**src/rtl/mips_pkg.sv**
```systemverilog
`default_nettype none
// ============================================================================
//  Module      : mips_pkg
//  Description : Shared definitions for the multicycle MIPS controller:
//                state encodings for the main decoder FSM, the supported
//                opcode values, the bundled control-word type and a helper
//                that classifies an opcode as supported or not.
//  Revision    : 1.0  initial release
// ============================================================================
package mips_pkg;

    // Main decoder states. The numeric values are visible on the debug
    // state port, so they are fixed and must not be re-ordered.
    typedef enum logic [3:0] {
        S_FETCH   = 4'd0,
        S_DECODE  = 4'd1,
        S_MEMADR  = 4'd2,
        S_MEMRD   = 4'd3,
        S_MEMWB   = 4'd4,
        S_MEMWR   = 4'd5,
        S_RTYPEEX = 4'd6,
        S_RTYPEWB = 4'd7,
        S_BEQEX   = 4'd8,
        S_ADDIEX  = 4'd9,
        S_ADDIWB  = 4'd10,
        S_JEX     = 4'd11
    } state_e;

    // Opcode field values (instr[31:26]).
    localparam logic [5:0] OP_RTYPE = 6'b000000;
    localparam logic [5:0] OP_LW    = 6'b100011;
    localparam logic [5:0] OP_SW    = 6'b101011;
    localparam logic [5:0] OP_BEQ   = 6'b000100;
    localparam logic [5:0] OP_ADDI  = 6'b001000;
    localparam logic [5:0] OP_J     = 6'b000010;

    // ALU-B mux selects.
    localparam logic [1:0] ALUB_RD2    = 2'b00;
    localparam logic [1:0] ALUB_FOUR   = 2'b01;
    localparam logic [1:0] ALUB_IMM    = 2'b10;
    localparam logic [1:0] ALUB_IMMSH2 = 2'b11;

    // PC mux selects.
    localparam logic [1:0] PCSRC_ALU    = 2'b00;
    localparam logic [1:0] PCSRC_ALUOUT = 2'b01;
    localparam logic [1:0] PCSRC_JUMP   = 2'b10;

    // Codes handed to aludec.
    localparam logic [1:0] ALUOP_ADD   = 2'b00;
    localparam logic [1:0] ALUOP_SUB   = 2'b01;
    localparam logic [1:0] ALUOP_FUNCT = 2'b10;

    // All state-derived datapath controls in one word so a state can start
    // from "everything off" and name only what it drives.
    typedef struct packed {
        logic       pcwrite;
        logic       memwrite;
        logic       irwrite;
        logic       regwrite;
        logic       alusrca;
        logic       branch;
        logic       iord;
        logic       memtoreg;
        logic       regdst;
        logic [1:0] alusrcb;
        logic [1:0] pcsrc;
        logic [1:0] aluop;
    } ctrl_t;

    localparam ctrl_t CTRL_NONE = '0;

    // True for the six opcodes this controller executes.
    function automatic logic op_supported(input logic [5:0] op);
        logic ok;
        ok = 1'b0;
        case (op)
            OP_RTYPE, OP_LW, OP_SW, OP_BEQ, OP_ADDI, OP_J: ok = 1'b1;
            default:                                       ok = 1'b0;
        endcase
        return ok;
    endfunction

endpackage : mips_pkg
`default_nettype wire

```
**src/rtl/maindec.sv**
```systemverilog
`default_nettype none
// ============================================================================
//  Module      : maindec
//  Description : Main decoder of the multicycle MIPS controller. A Moore FSM
//                that sequences FETCH/DECODE and the per-instruction execute
//                and write-back steps, driving datapath enables and selects
//                from the current state only.
//  Ports       : clk, reset (sync, active high)
//                op[5:0]            opcode from the instruction register
//                pcwrite, memwrite, irwrite, regwrite   write enables
//                alusrca, branch, iord, memtoreg, regdst mux selects/qualifier
//                alusrcb[1:0], pcsrc[1:0], aluop[1:0]     multi-bit selects
//                state[3:0]          current state (debug)
//                illegal             unsupported op seen in DECODE
//  Revision    : 1.0  initial release
// ============================================================================
module maindec
    import mips_pkg::*;
(
    input  logic       clk,
    input  logic       reset,
    input  logic [5:0] op,
    output logic       pcwrite,
    output logic       memwrite,
    output logic       irwrite,
    output logic       regwrite,
    output logic       alusrca,
    output logic       branch,
    output logic       iord,
    output logic       memtoreg,
    output logic       regdst,
    output logic [1:0] alusrcb,
    output logic [1:0] pcsrc,
    output logic [1:0] aluop,
    output logic [3:0] state,
    output logic       illegal
);

    state_e state_q;
    state_e state_d;
    ctrl_t  w_ctrl;

    // ------------------------------------------------------------------
    // State register
    // ------------------------------------------------------------------
    always_ff @(posedge clk) begin
        if (reset) begin
            state_q <= S_FETCH;
        end else begin
            state_q <= state_d;
        end
    end

    // ------------------------------------------------------------------
    // Next-state logic. op is only consulted in DECODE and MEMADR, so the
    // instruction register may change freely elsewhere.
    // ------------------------------------------------------------------
    always_comb begin
        state_d = S_FETCH;
        case (state_q)
            S_FETCH: begin
                state_d = S_DECODE;
            end
            S_DECODE: begin
                case (op)
                    OP_LW,
                    OP_SW:    state_d = S_MEMADR;
                    OP_RTYPE: state_d = S_RTYPEEX;
                    OP_BEQ:   state_d = S_BEQEX;
                    OP_ADDI:  state_d = S_ADDIEX;
                    OP_J:     state_d = S_JEX;
                    default:  state_d = S_FETCH;
                endcase
            end
            S_MEMADR: begin
                // Anything other than LW/SW here means the opcode changed
                // under us; returning to FETCH avoids a spurious access.
                case (op)
                    OP_LW:   state_d = S_MEMRD;
                    OP_SW:   state_d = S_MEMWR;
                    default: state_d = S_FETCH;
                endcase
            end
            S_MEMRD: begin
                state_d = S_MEMWB;
            end
            S_RTYPEEX: begin
                state_d = S_RTYPEWB;
            end
            S_ADDIEX: begin
                state_d = S_ADDIWB;
            end
            S_MEMWB, S_MEMWR, S_RTYPEWB,
            S_BEQEX, S_ADDIWB, S_JEX: begin
                state_d = S_FETCH;
            end
            // Encodings 12-15 recover to FETCH on the next edge.
            default: begin
                state_d = S_FETCH;
            end
        endcase
    end

    // ------------------------------------------------------------------
    // Moore output decode. Every state starts from all-zero controls.
    // ------------------------------------------------------------------
    always_comb begin
        w_ctrl = CTRL_NONE;
        case (state_q)
            S_FETCH: begin
                w_ctrl.alusrcb = ALUB_FOUR;
                w_ctrl.aluop   = ALUOP_ADD;
                w_ctrl.pcsrc   = PCSRC_ALU;
                w_ctrl.irwrite = 1'b1;
                w_ctrl.pcwrite = 1'b1;
            end
            S_DECODE: begin
                // Precompute the branch target into aluout.
                w_ctrl.alusrcb = ALUB_IMMSH2;
                w_ctrl.aluop   = ALUOP_ADD;
            end
            S_MEMADR, S_ADDIEX: begin
                w_ctrl.alusrca = 1'b1;
                w_ctrl.alusrcb = ALUB_IMM;
                w_ctrl.aluop   = ALUOP_ADD;
            end
            S_MEMRD: begin
                w_ctrl.iord = 1'b1;
            end
            S_MEMWR: begin
                w_ctrl.iord     = 1'b1;
                w_ctrl.memwrite = 1'b1;
            end
            S_MEMWB: begin
                w_ctrl.memtoreg = 1'b1;
                w_ctrl.regwrite = 1'b1;
            end
            S_RTYPEEX: begin
                w_ctrl.alusrca = 1'b1;
                w_ctrl.alusrcb = ALUB_RD2;
                w_ctrl.aluop   = ALUOP_FUNCT;
            end
            S_RTYPEWB: begin
                w_ctrl.regdst   = 1'b1;
                w_ctrl.regwrite = 1'b1;
            end
            S_BEQEX: begin
                w_ctrl.alusrca = 1'b1;
                w_ctrl.alusrcb = ALUB_RD2;
                w_ctrl.aluop   = ALUOP_SUB;
                w_ctrl.pcsrc   = PCSRC_ALUOUT;
                w_ctrl.branch  = 1'b1;
            end
            S_ADDIWB: begin
                w_ctrl.regwrite = 1'b1;
            end
            S_JEX: begin
                w_ctrl.pcsrc   = PCSRC_JUMP;
                w_ctrl.pcwrite = 1'b1;
            end
            default: begin
                w_ctrl = CTRL_NONE;
            end
        endcase
    end

    assign pcwrite  = w_ctrl.pcwrite;
    assign memwrite = w_ctrl.memwrite;
    assign irwrite  = w_ctrl.irwrite;
    assign regwrite = w_ctrl.regwrite;
    assign alusrca  = w_ctrl.alusrca;
    assign branch   = w_ctrl.branch;
    assign iord     = w_ctrl.iord;
    assign memtoreg = w_ctrl.memtoreg;
    assign regdst   = w_ctrl.regdst;
    assign alusrcb  = w_ctrl.alusrcb;
    assign pcsrc    = w_ctrl.pcsrc;
    assign aluop    = w_ctrl.aluop;
    assign state    = state_q;

    // The only output that looks at op directly (Mealy-style flag).
    assign illegal  = (state_q == S_DECODE) && !op_supported(op);

endmodule : maindec
`default_nettype wire

```
**config.mk**
```make
export PLATFORM = sky130hd
export DESIGN_NAME = maindec
export DESIGN_NICKNAME = d
export VERILOG_FILES = /design/src/rtl/mips_pkg.sv /design/src/rtl/maindec.sv
export SDC_FILE = /design/constraint.sdc
export NUM_CORES = 1
export LEC_CHECK = 0
export ABC_AREA = 0
export CAP_MARGIN = 20
export CORE_MARGIN = 2
export CORE_UTILIZATION = 36
export CTS_CLUSTER_DIAMETER = 80
export CTS_CLUSTER_SIZE = 8
export DETAILED_ROUTE_END_ITERATION = 10
export PLACE_DENSITY = 0.73
export SYNTH_ARGS = -nofsm -noshare
export SYNTH_HDL_FRONTEND = slang
export SYNTH_SLANG_ARGS = --single-unit
export TNS_END_PERCENT = 10
```
**constraint.sdc**
```tcl
create_clock -name clk -period 2 [get_ports clk]
set_input_delay 0.6 -clock clk [delete_from_list [all_inputs] [get_ports clk]]
set_output_delay 0.6 -clock clk [all_outputs]
set_load 0.02 [all_outputs]
```
# Word level (Yosys, flattened, before mapping)
# Index checks and enable logic that the tools add are counted.
word_totals:
  ff_bits: 4
  in_bits: 8
  out_inout_bits: 20
  word_cells: 44
classes:
  n_eq_ne: 16
  muxes: 16
  reduce_logical: 11
op_table:
  columns: ["operator", "count"]
  rows:
  - ["one-hot mux 4 bit (6 select lines)", 1]
  - ["one-hot mux 4 bit (5 select lines)", 1]
  - ["equality test 4 x 3 -> 1 bit (second input constant)", 4]
  - ["equality test 4 bit (second input constant)", 4]
  - ["equality test 6 bit (second input constant)", 2]
  - ["two-way mux 1 bit", 10]
  - ["equality test 4 x 2 -> 1 bit (second input constant)", 2]
  - ["one-hot mux 2 bit (2 select lines)", 2]
  - ["OR reduction 2 bit", 4]
  - ["equality test 6 x 2 -> 1 bit (second input constant)", 1]
  - ["equality test 6 x 3 -> 1 bit (second input constant)", 1]
  - ["equality test 6 x 4 -> 1 bit (second input constant)", 1]
  - ["logical NOT 6 bit", 1]
  - ["one-hot mux 2 bit (3 select lines)", 1]
  - ["one-hot mux 3 bit (2 select lines)", 1]
  - ["OR reduction 6 bit", 1]
  - ["equality test 4 x 1 -> 1 bit (second input constant)", 1]
  - ["logical NOT 4 bit", 1]
  - ["OR reduction 4 bit", 1]
  - ["OR reduction 3 bit", 1]
  - ["logical AND 1 bit", 1]
  - ["logical NOT 1 bit", 1]

# Depth between registers and ports, before layout
logic_depth:
  ltp_word: 5
  ltp_mapped: 5
  mapped_depth_nobuf: 4

# Least setup slack after synthesis
# No wires, ideal clock.
synth_path:
  kind: "flip-flop to output port"
  start: "register state_q[3], in the netlist state[3]"
  end: "output pcwrite"
  arrival_time_ns: 1.656
  t_required_ns: 1.400
  slack_ns: -0.256
  path_stages_with_launch: 4
  n_path_buf: 1
  cell_sequence: "dfxtp_1 > buf_6 > nor4_1 > or2_1"
synth_between:
  elab_chain_len: 3
  elab_cells_between_ends: 4
  cone_classes: "eq/ne: 1; mux: 1; reduce/logical: 2"
synth_rtl:
  columns: ["item", "line_no", "text"]
  rows:
  - ["start, declared", "maindec.sv:39", "state_e state_q;"]
  - ["start signal, assigned", "maindec.sv:50", "state_q <= state_d;"]
  - ["equality test 4 bit or logical NOT 4 bit (tied branches)", "maindec.sv:109", "case (state_q)"]
  - ["OR reduction 2 bit (no line) *", null, null]
  - ["two-way mux 1 bit *", "maindec.sv:109", null]
  - ["end, declared", "maindec.sv:23", "output logic pcwrite,"]
# Mark *: on every way between the ends. The rest lies on a longest branch, timed or not.

# Worst setup path after layout
layout_path:
  start: "input op[1]"
  end: "output illegal"
layout_between:
  elab_chain_len: 5
  elab_cells_between_ends: 10
  cone_classes: "eq/ne: 5; mux: 1; reduce/logical: 4"
layout_rtl:
  columns: ["item", "line_no", "text"]
  rows:
  - ["start, declared", "maindec.sv:22", "input logic [5:0] op,"]
  - ["equality test 6 bit, or another cell as far along", "mips_pkg.sv:76", "case (op)"]
  - ["OR reduction 6 bit *", "mips_pkg.sv:76", null]
  - ["two-way mux 1 bit *", "mips_pkg.sv:76", null]
  - ["logical NOT 1 bit *", "maindec.sv:182", "assign illegal = (state_q == S_DECODE) && !op_supported(op);"]
  - ["logical AND 1 bit *", "maindec.sv:182", null]
  - ["end, declared", "maindec.sv:36", "output logic illegal"]
# Marked as above.

==> metrics.csv <==
stage,metric,value,unit
clock_network,clockBufferDepth,2,
route,vias_per_cell,5.13,
setup_path,ff2ff_path_depth,5,
status,outcome,finished clean,
cells_and_area,regArea,85.1,µm²
min_path,min_to,state[3],
route,remaining_drc_errors,0,
global_routing,antenna_found_initial,0,
synth,syn_nets,71,
synth,syn_inst,63,
global_routing,grt_pass1_wl,2.39,mm
setup_path,rrSetupSlack,0.67,ns
route,dr.pass1.iters,4,
floorplanning,die_x,40.6,µm
run,maxCapViolCount,0,
place,placed_cell_area,870,µm²
global_routing,globalRouteOverflowTotal,0,
floorplanning,rows,13,
sta,final.setup_skew,0.00348,ns
sta,finalCritPeriodShare,0.999,
clock_network,cts_buffers,3,
synth,ys_ff_latch,4,
clock_network,insertion_delay,0.23,ns
min_path,hp-start,state[0],
synth,yosysSeqAreaShare,0.166,
global_routing,grtUsageTotal,0.218,
setup_path,worst_setup_path_start_kind,input pin,
synth,syn_area,482,µm²
cells_and_area,areaGrowthSynthToFinish,83.1,%
place,dpl.hpwl,1.19,mm
route,ant_nets,0,
power_and_ir_drop,irDropWorstVdd,357,µV
cells_and_area,stdcell_area,882,µm²
synth,synth_area_leaders,"dfxtp_1 17%, buf_6 9.4%, nor3_1 7.3%",
place,gp_congestion,0.894,
global_routing,grt_pass1_vias,611,
setup_path,cp_max_fo,5,
global_routing,grt_max_degree,9,
cells_and_area,final.fill_count,123,
sta,fin_setup_tns,0,ns
synth,yosysTopAreaCellShare,0.166,
route,route.final.wire_length,1.52,mm
sta,worst_pin_slew,0.349,ns
sta,hold_viol,0,
sta,rsz0062_at_grt,true,
clock_network,clkTransAtPathRegs,0.04,ns
sta,final.min_clock_period,2.00,ns
setup_path,endpoint_kind,primary output,
clock_network,clock_sinks,4,
cells_and_area,drive_gt1_frac,0.477,
cells_and_area,multi_input_area,362,µm²
route,vias,636,
floorplanning,initial_core_util,0.380,
sta,slew_viol_final,0,
clock_network,root_buffer,clkbuf_4,
cells_and_area,largest_register_ffs,4,
setup_path,worstSetupPathType,input pin to primary output,
setup_path,arrival,1.40,ns
route,dr.first_iter.drc_count,5,
floorplanning,ios,28,
clock_network,ctsHtreeMaxLevel,1,
sta,fmax,501,MHz
min_path,hold_path_class,flip-flop to flip-flop,
setup_path,r2r_end,state[1],
route,wl_per_cell,12.2,µm
power_and_ir_drop,power_density,353,nW/µm²
synth,synth_top_cell_by_area,dfxtp_1,
floorplanning,dieArea,1650,µm²
setup_path,cp.required,1.40,ns
min_path,hold_depth,2,
cells_and_area,final_util,0.695,
sta,setup_violations,0,
synth,ys_warn_count,0,
cells_and_area,nets,119,
floorplanning,core,1270,µm²
cells_and_area,antenna_cells,0,
clock_network,cts_hold_buf,0,
synth,netlist-cell-type-count,29,
floorplanning,die_h,40.6,µm
synth,syn_avg_cell_area,7.65,µm²
clock_network,tritoncts,built,
setup_path,timing.rr.start,state[0],
place,portBuffers,27,
power_and_ir_drop,power.leakage,0.000425,µW
setup_path,startpoint,op[1],
sta,maxSlewHeadroom,0.762,
==> logic make-up (layout without fill, tap and decap cells) <==
group                     Yosys count  in the layout  share of synthesized area
and+or+nand+nor                    31             31                      0.392
xor gates and xnor gates            3              3                     0.0546
AOI/OAI and AO/OA                  17             17                      0.229
buffers and inverters               8             54                      0.158
DFF                                 4              4                      0.166
==> power by group <==
part / switching (µW) / internal, µW
registers: 3.30 / 83.2
clock network: 32.8 / 67.1
logic: 61.9 / 63.3
total: 98.0 / 214
==> final cells by class <==
class                           instances  share of cell area
Clock buffer                            3              0.0255
Inverter                                1             0.00426
Multi-Input combinational cell         51               0.410
Sequential cell                         4              0.0965
Tap cell                               15              0.0213
Timing Repair Buffer                   50               0.443
==> cells in the mapped netlist (all sizes together) <==
| cell type | count |
|---|---|
| a21o | 2 |
| a2111oi | 1 |
| nand2b | 4 |
| dlymetal6s2s | 1 |
| nor3 | 7 |
| nand2 | 3 |
| o21ai | 5 |
| dfxtp | 4 |
| buf | 6 |
| nor2 | 7 |
| and3 | 3 |
| or4 | 2 |
| a31oi | 1 |
| nor4 | 2 |
| a41oi | 1 |
| o211ai | 1 |
| xor2 | 3 |
| inv | 1 |
| a311oi | 1 |
| or2 | 1 |
| o32a | 1 |
| nand4 | 1 |
| a21oi | 4 |
| nor2b | 1 |
==> per-layer routing <==
layer,routed length [µm],GRT usage,vias up
met2,796,0.413,32
met1,582,0.217,281
met4,17,0.0583,0
li1,-,-,321
met3,119,0.0833,2
met5,0,0,-
==> placed cells by master (no fill, tap or decap), types with 2 or more instances in the layout <==
| master | instances |
|---|---|
| a21oi_1 | 4 |
| nor2_1 | 6 |
| o21ai_0 | 4 |
| clkdlybuf4s50_1 | 5 |
| clkbuf_2 | 8 |
| xor2_1 | 3 |
| a21o_1 | 2 |
| dfxtp_2 | 4 |
| nor3_1 | 5 |
| nand2b_1 | 2 |
| clkdlybuf4s15_1 | 2 |
| clkdlybuf4s15_2 | 2 |
| buf_4 | 24 |
| and3_1 | 2 |
| buf_2 | 2 |
| or4_1 | 2 |
| clkbuf_4 | 3 |
| nor4_4 | 2 |
| dlygate4sd2_1 | 5 |
| nand2_1 | 3 |
| nor3_2 | 2 |
==> worst max-delay path by stage <==
stage | endpoint | slack (ns) | cells after the start
floorplan | aluop[0] | -0.11 | 4
global placement | illegal | -0.82 | 5
detailed placement | illegal | -0.87 | 5
CTS | illegal | -0.27 | 5
global route | illegal | -0.07 | 5
finish | illegal | 0.003 | 5
==> per-stage QoR <==
stage	setup slack [ns]	total power, µW	std cells	hold slack (ns)
after floorplan	-0.110	145	63	0.692
after global routing	-0.0710	334	124	0.614
after detailed placement	-0.870	213	120	0.666
after global placement	-0.822	210	120	0.652
after CTS	-0.267	310	124	0.602
final	0.00262	312	124	0.580
==> critical path: stages <==
cell and delay, ns:
buf_2 0.13, nor4_4 0.29, o21ai_1 0.09, and3_1 0.16, buf_6 0.13
==> repair_timing <==
item / in CTS / in global routing
buffers inserted: 1 / 0
gates cloned: 0 / 0
pin swaps: 3 / 4
hold endpoints to repair: 0 / 0
resized for setup: 37 / 30
setup endpoints to repair: 18 / 15
(Power assumes the default switching activity.)
==> variant 1: new RTL, config.mk and constraints unchanged <==
Make the reset (`reset`) asynchronous in one clocked block.
--- a/src/rtl/maindec.sv
+++ b/src/rtl/maindec.sv
@@ -43,7 +43,7 @@
     // ------------------------------------------------------------------
     // State register
     // ------------------------------------------------------------------
-    always_ff @(posedge clk) begin
+    always_ff @(posedge clk or posedge reset) begin
         if (reset) begin
             state_q <= S_FETCH;
         end else begin
Check against the original RTL: differs if reset is asserted again (counterexample within 4 cycles, from zero or initial values and one cycle with reset high); with reset held inactive, the same outputs for 10 cycles.
==> variant 1 against the unedited design <==
  * The flow now finishes with violations (negative setup slack)
  * Wire length decreased by 6.5%
  * Final area increased by 0.99%
  * Setup slack worse by 0.011 ns
  * Critical path type unchanged
  * Sequential cell count unchanged
  * Synthesized area grew 1.8%
  * Via count up 0.79%
Power is not compared: it rests on default switching activity, and its combinational part moved more than twofold at a synthesized area within 25%.
==> variant 1: results (changes against the unedited design) <==
| Metric | Value |
|---|---|
| Mapped Nets | `77 (+8.5%)` |
| Synth area leaders | `sky130_fd_sc_hd__dfrtp_1, sky130_fd_sc_hd__nor3_1, sky130_fd_sc_hd__nor4b_2` |
| Async S/R FF share, synth | `100% (+100 points)` |
| Total length of routed wires | `1.42 mm (-6.5%)` |
| Number of cell instances on the worst register-to-register path | `4 (-1)` |
| GRT Resource Usage Total | `20.0% (-1.9 points)` |
| Most common flop cell mapped by yosys | `sky130_fd_sc_hd__dfrtp_1` |
| Seq/Total Area, Yosys | `20.4% (+3.8 points)` |
| Number of optimization iterations in the first detailed-route pass | `5 (+1)` |
| Detailed router's first-iteration violation count | `3 (-2)` |
| Critical path fanouts, max | `3 (-2)` |
| Number of global-route vias before repair | `557 (-8.8%)` |
| Fill cell total of the finished layout | `130 (+5.7%)` |
| Placed Area | `920 µm² (+5.8%)` |
| Layout Nets | `127 (+6.7%)` |
| Finish-stage setup viols | `1 (+1)` |
| N_diodes | `0 (unchanged)` |
| Total half-perimeter wirelength after legalization and detailed placement | `1.14 mm (-4.0%)` |
| Ranking of synthesized cells by instance count | `sky130_fd_sc_hd__nor2_1, sky130_fd_sc_hd__nor3_1, sky130_fd_sc_hd__nand2_1` |
| CP max-delay cell | `sky130_fd_sc_hd__dlygate4sd2_1` |
| Result of the run | `complete, but fails checks` |
| Worst Setup Slack, final | `-0.00837 ns (-0.0110 ns)` |
| Clock Skew | `0.000497 ns (-0.00298 ns)` |
| Failing checks | `negative setup slack` |
| Crit path largest cell delay | `0.24 ns (-0.05 ns)` |
| Routability-driven placement congestion ratio | `0.776 (-13%)` |
| Worst rel slew slack | `81.5% (+5.4 points)` |
| Share of final-layout standard cells stronger than drive strength 1 | `47.9% (+0.16 points)` |
| Netlist cell types | `30 (+3.4%)` |
| Via count of the routed design | `641 (+0.79%)` |
| First-pass GRT wire length | `2.11 mm (-12%)` |
| Setup Slack @ Placement | `-0.755 ns (+0.115 ns)` |
| Worst Hold Class | `in2async` |
| Maximum number of pins on one net before global-route repair | `10 (+1)` |
-- variant 1: worst paths after layout --
check	startpoint	end	slack, ns
max	op[5]	illegal	-0.008
min	reset	state[2]$_DFF_PP0_	0.57
max reg2reg	state[3]$_DFF_PP0_	state[1]$_DFF_PP0_	0.73
min reg2reg	state[3]$_DFF_PP0_	state[3]$_DFF_PP0_	0.66
max in group asynchronous	reset	state[1]$_DFF_PP0_	1.27
min in group clk	state[3]$_DFF_PP0_	state[3]$_DFF_PP0_	0.66
-- variant 1: routing by layer --
metal  part of all wire [%]  vias up  track usage [%]
li1                       -      348                -
met1                     42      269             18.5
met2                     51       22             39.1
met3                    5.5        2             3.26
met4                    1.8        0             12.5
met5                      0        -                0
-- variant 1: cell families after synthesis --
group / count (synthesis) / share of synthesized area, %
AO/OA/AOI/OAI: 12 / 13.3
XOR/XNOR: 3 / 5.36
buffers and inverters: 8 / 9.69
flip-flops: 4 / 20.4
AND/OR/NAND/NOR: 42 / 51.3
-- variant 1: worst reg2reg max path, cell delays in order (launching register included) --
cell	delay, ns
sky130_fd_sc_hd__dfrtp_2	0.45
sky130_fd_sc_hd__buf_4	0.19
sky130_fd_sc_hd__nor4b_2	0.33
sky130_fd_sc_hd__nand4b_1	0.14
sky130_fd_sc_hd__nand4b_1	0.10
-- variant 1: final cells by class --
class | instances | area, µm² | share of cell area (%)
inverter | 3 | 11.3 | 1.26
clock buffer | 3 | 22.5 | 2.53
timing repair buffer | 50 | 369 | 41.4
sequential | 4 | 103 | 11.5
multi-input combinational | 57 | 367 | 41.2
tap | 15 | 18.8 | 2.11
-- variant 1: what timing repair did --
| item | 4_1_cts | 5_1_grt |
|---|---|---|
| pin swaps | 2 | 2 |
| setup endpoints to repair | 18 | 15 |
| hold endpoints to repair | 0 | 0 |
| buffers inserted | 1 | 0 |
| resized for setup | 55 | 31 |
| gates cloned | 0 | 0 |
-- variant 1: per-stage QoR --
stage | hold slack (ns) | instances | setup TNS, ns
6_report | 0.569 | 132 | -0.00837
4_1_cts | 0.571 | 132 | -0.217
5_1_grt | 0.576 | 132 | -0.0999
2_1_floorplan | 0.366 | 69 | -0.0111
3_3_place_gp | 0.692 | 128 | -1.86
3_5_place_dp | 0.704 | 128 | -2.10
-- variant 1: power by group --
part           internal, mW  switching [mW]
sequential            0.101          0.0242
clock                0.0671          0.0336
combinational         0.289           0.329
==> variant 2: new RTL, same flow settings <==
Without the edit above. Register the input `op` before use. The logic sees it one clock later.
--- a/src/rtl/maindec.sv
+++ b/src/rtl/maindec.sv
@@ -36,6 +36,12 @@
     output logic       illegal
 );
 
+    logic [5:0] op_q;
+
+    always_ff @(posedge clk) begin
+        op_q <= op;
+    end
+
     state_e state_q;
     state_e state_d;
     ctrl_t  w_ctrl;
@@ -62,7 +68,7 @@
                 state_d = S_DECODE;
             end
             S_DECODE: begin
-                case (op)
+                case (op_q)
                     OP_LW,
                     OP_SW:    state_d = S_MEMADR;
                     OP_RTYPE: state_d = S_RTYPEEX;
@@ -75,7 +81,7 @@
             S_MEMADR: begin
                 // Anything other than LW/SW here means the opcode changed
                 // under us; returning to FETCH avoids a spurious access.
-                case (op)
+                case (op_q)
                     OP_LW:   state_d = S_MEMRD;
                     OP_SW:   state_d = S_MEMWR;
                     default: state_d = S_FETCH;
@@ -179,7 +185,7 @@
     assign state    = state_q;
 
     // The only output that looks at op directly (Mealy-style flag).
-    assign illegal  = (state_q == S_DECODE) && !op_supported(op);
+    assign illegal  = (state_q == S_DECODE) && !op_supported(op_q);
 
 endmodule : maindec
 `default_nettype wire
Behaviour: not the same (a bounded check fails within 4 cycles, from zero or initial values and one cycle with reset high).
==> variant 2 against the unedited design <==
  * The flow now finishes with violations (negative setup slack)
  * Wire length up 14%
  * Synthesized cell count grew 19%
  * Synthesized area increased by 20%
  * Final area up 14%
  * Setup slack worse by 0.30 ns
  * Non-clock buffer count decreased by 2
  * Power rose by 63%
  * Sequential cell count is 6 higher
==> variant 2: results (changes against the unedited design) <==
| Metric | Value |
|---|---|
| Finish-stage setup viols | `1 (+1)` |
| Synthesized-area fraction occupied by ao, oa, aoi and oai cells | `17.3% (-5.6 points)` |
| Setup fix buffers added after clock tree synthesis | `0 (-1)` |
| Routability-driven placement congestion ratio | `0.857 (-4.2%)` |
| Synthesis Warnings | `0 (unchanged)` |
| Synth area leaders | `sky130_fd_sc_hd__dfxtp_1, sky130_fd_sc_hd__nor3_1, sky130_fd_sc_hd__nor2_1` |
| Clock buffers created by TritonCTS | `3 (unchanged)` |
| Seq/Total Area, Yosys | `34.6% (+18 points)` |
| Wire per inst | `12.5 µm (+2.5%)` |
| Result of the run | `complete, but fails checks` |
| Clock insertion delay at the later pin of the skew report | `0.26 ns (+0.03 ns)` |
| Ranking of synthesized cells by instance count | `sky130_fd_sc_hd__dfxtp_1, sky130_fd_sc_hd__nor2_1, sky130_fd_sc_hd__nor3_1` |
| Failing checks | `negative setup slack` |
| Netlist cell types | `30 (+3.4%)` |
| Slew at the pin closest to its max-slew limit | `0.342 ns (-0.00679 ns)` |
| Routed via count divided by cell count | `5.16 (+0.59%)` |
| Buffers on Ports | `27 (unchanged)` |
| Clock-pin slew reported for the worst setup and hold paths after clock tree synthesis | `0.06 ns (+0.02 ns)` |
| Xor and xnor fraction of the mapped netlist area | `4.54% (-0.92 points)` |
| Total half-perimeter wirelength after legalization and detailed placement | `1.33 mm (+12%)` |
| Placed Area | `0.00102 mm² (+17%)` |
| Leakage component of the power | `0.488 nW (+15%)` |
| Worst vdd ir | `402 µV (+12%)` |
| Maximum number of pins on one net before global-route repair | `10 (+1)` |
| Via count of the routed design | `712 (+12%)` |
| Fill cell total of the finished layout | `124 (+0.81%)` |
| First-pass GRT wire length | `2.88 mm (+20%)` |
| Detailed router's first-iteration violation count | `6 (+1)` |
| Clock Skew | `0.00597 ns (+0.00249 ns)` |
| Worst Setup Slack, final | `-0.301 ns (-0.304 ns)` |
| Multiplexer fraction of the synthesized cell area | `0% (unchanged)` |
| Final-layout setup total negative slack | `-0.301 ns (-0.301 ns)` |
| Critical path fanouts, max | `2 (-3)` |
| Placed insts | `134 (+12%)` |
| GRT Resource Usage Total | `20.0% (-1.8 points)` |
| Worst endpoint data arrival time | `1.70 ns (+0.30 ns)` |
| Mapped Nets | `83 (+17%)` |
| Number of global-route vias before repair | `715 (+17%)` |
| Flip-flop count of the largest register, all copies and words added | `6 (+2)` |
| Cell count after synthesis | `75 (+19%)` |
| Share of final-layout standard cells stronger than drive strength 1 | `41.8% (-5.9 points)` |
[variant 2: changes by cell type in the layout (fill, tap and decap cells not counted), sizes merged, moves of 3 or more]
cell,before,now
clkdlybuf4s15,4,0
buf,27,34
clkbuf,11,6
and3,3,0
or3,0,3
dlygate4sd2,5,2
dfxtp,4,10
nand3,0,4
o21ai,5,2
[variant 2: through the flow]
stage / util [%] / worst slack, ns / hold slack (ns)
floorplan: - / -0.0690 / 0.527
global placement: 67.4 / -0.352 / 0.570
detailed placement: 67.4 / -0.379 / 0.587
CTS: 66.2 / -0.314 / 0.590
global route: 66.7 / -0.337 / 0.635
finish: 66.7 / -0.301 / 0.592
[variant 2: path summary, 6_finish.rpt]
kind	start	endpoint	slack [ns]	cells past startpoint
max reg2reg	op_q[4]$_DFF_P_	state[0]$_SDFF_PP0_	0.44	4
min reg2reg	op_q[5]$_DFF_P_	state[1]$_SDFF_PP0_	0.59	3
min	op_q[5]$_DFF_P_	state[1]$_SDFF_PP0_	0.59	3
max	op_q[4]$_DFF_P_	illegal	-0.30	4
[variant 2: cells by family (layout without fill, tap and decap cells)]
logic type | count (synthesis) | in the layout
buffers and inverters | 7 | 54
flip-flops | 10 | 10
AO/OA/AOI/OAI | 15 | 15
AND/OR/NAND/NOR | 40 | 40
XOR/XNOR | 3 | 3
[variant 2: worst max-delay path: stages, from the launching register on]
cell                       delay (ns)
sky130_fd_sc_hd__dfxtp_1         0.31
sky130_fd_sc_hd__or3_4           0.39
sky130_fd_sc_hd__or3_4           0.38
sky130_fd_sc_hd__nor4bb_2        0.18
sky130_fd_sc_hd__buf_2           0.17
[variant 2: per-layer routing]
layer	global-route usage, %	vias up	routed length [µm]
li1	-	364	-
met1	17.5	316	610
met2	41.2	30	952
met3	3.27	2	155
met4	11.5	0	10
met5	0	-	0
[variant 2: area by class of cell]
cell class                 count  share of cell area [%]
sequential                    10                    20.2
multi-input combinational     58                    37.5
clock buffer                   4                    3.61
timing repair buffer          48                    36.0
tap                           16                    1.99
inverter                       2                   0.747
[variant 2: power by group]
group | internal, mW | switching [mW] | leakage (nW)
logic | 0.0620 | 0.0557 | 0.384
clock network | 0.110 | 0.0647 | 0.0210
registers | 0.208 | 0.00714 | 0.0837
total | 0.381 | 0.128 | 0.488
[variant 2: repair_timing]
action | CTS | global route
gates cloned | 0 | 0
setup endpoints to repair | 18 | 15
gates resized for setup | 65 | 16
pin swaps | 0 | 1
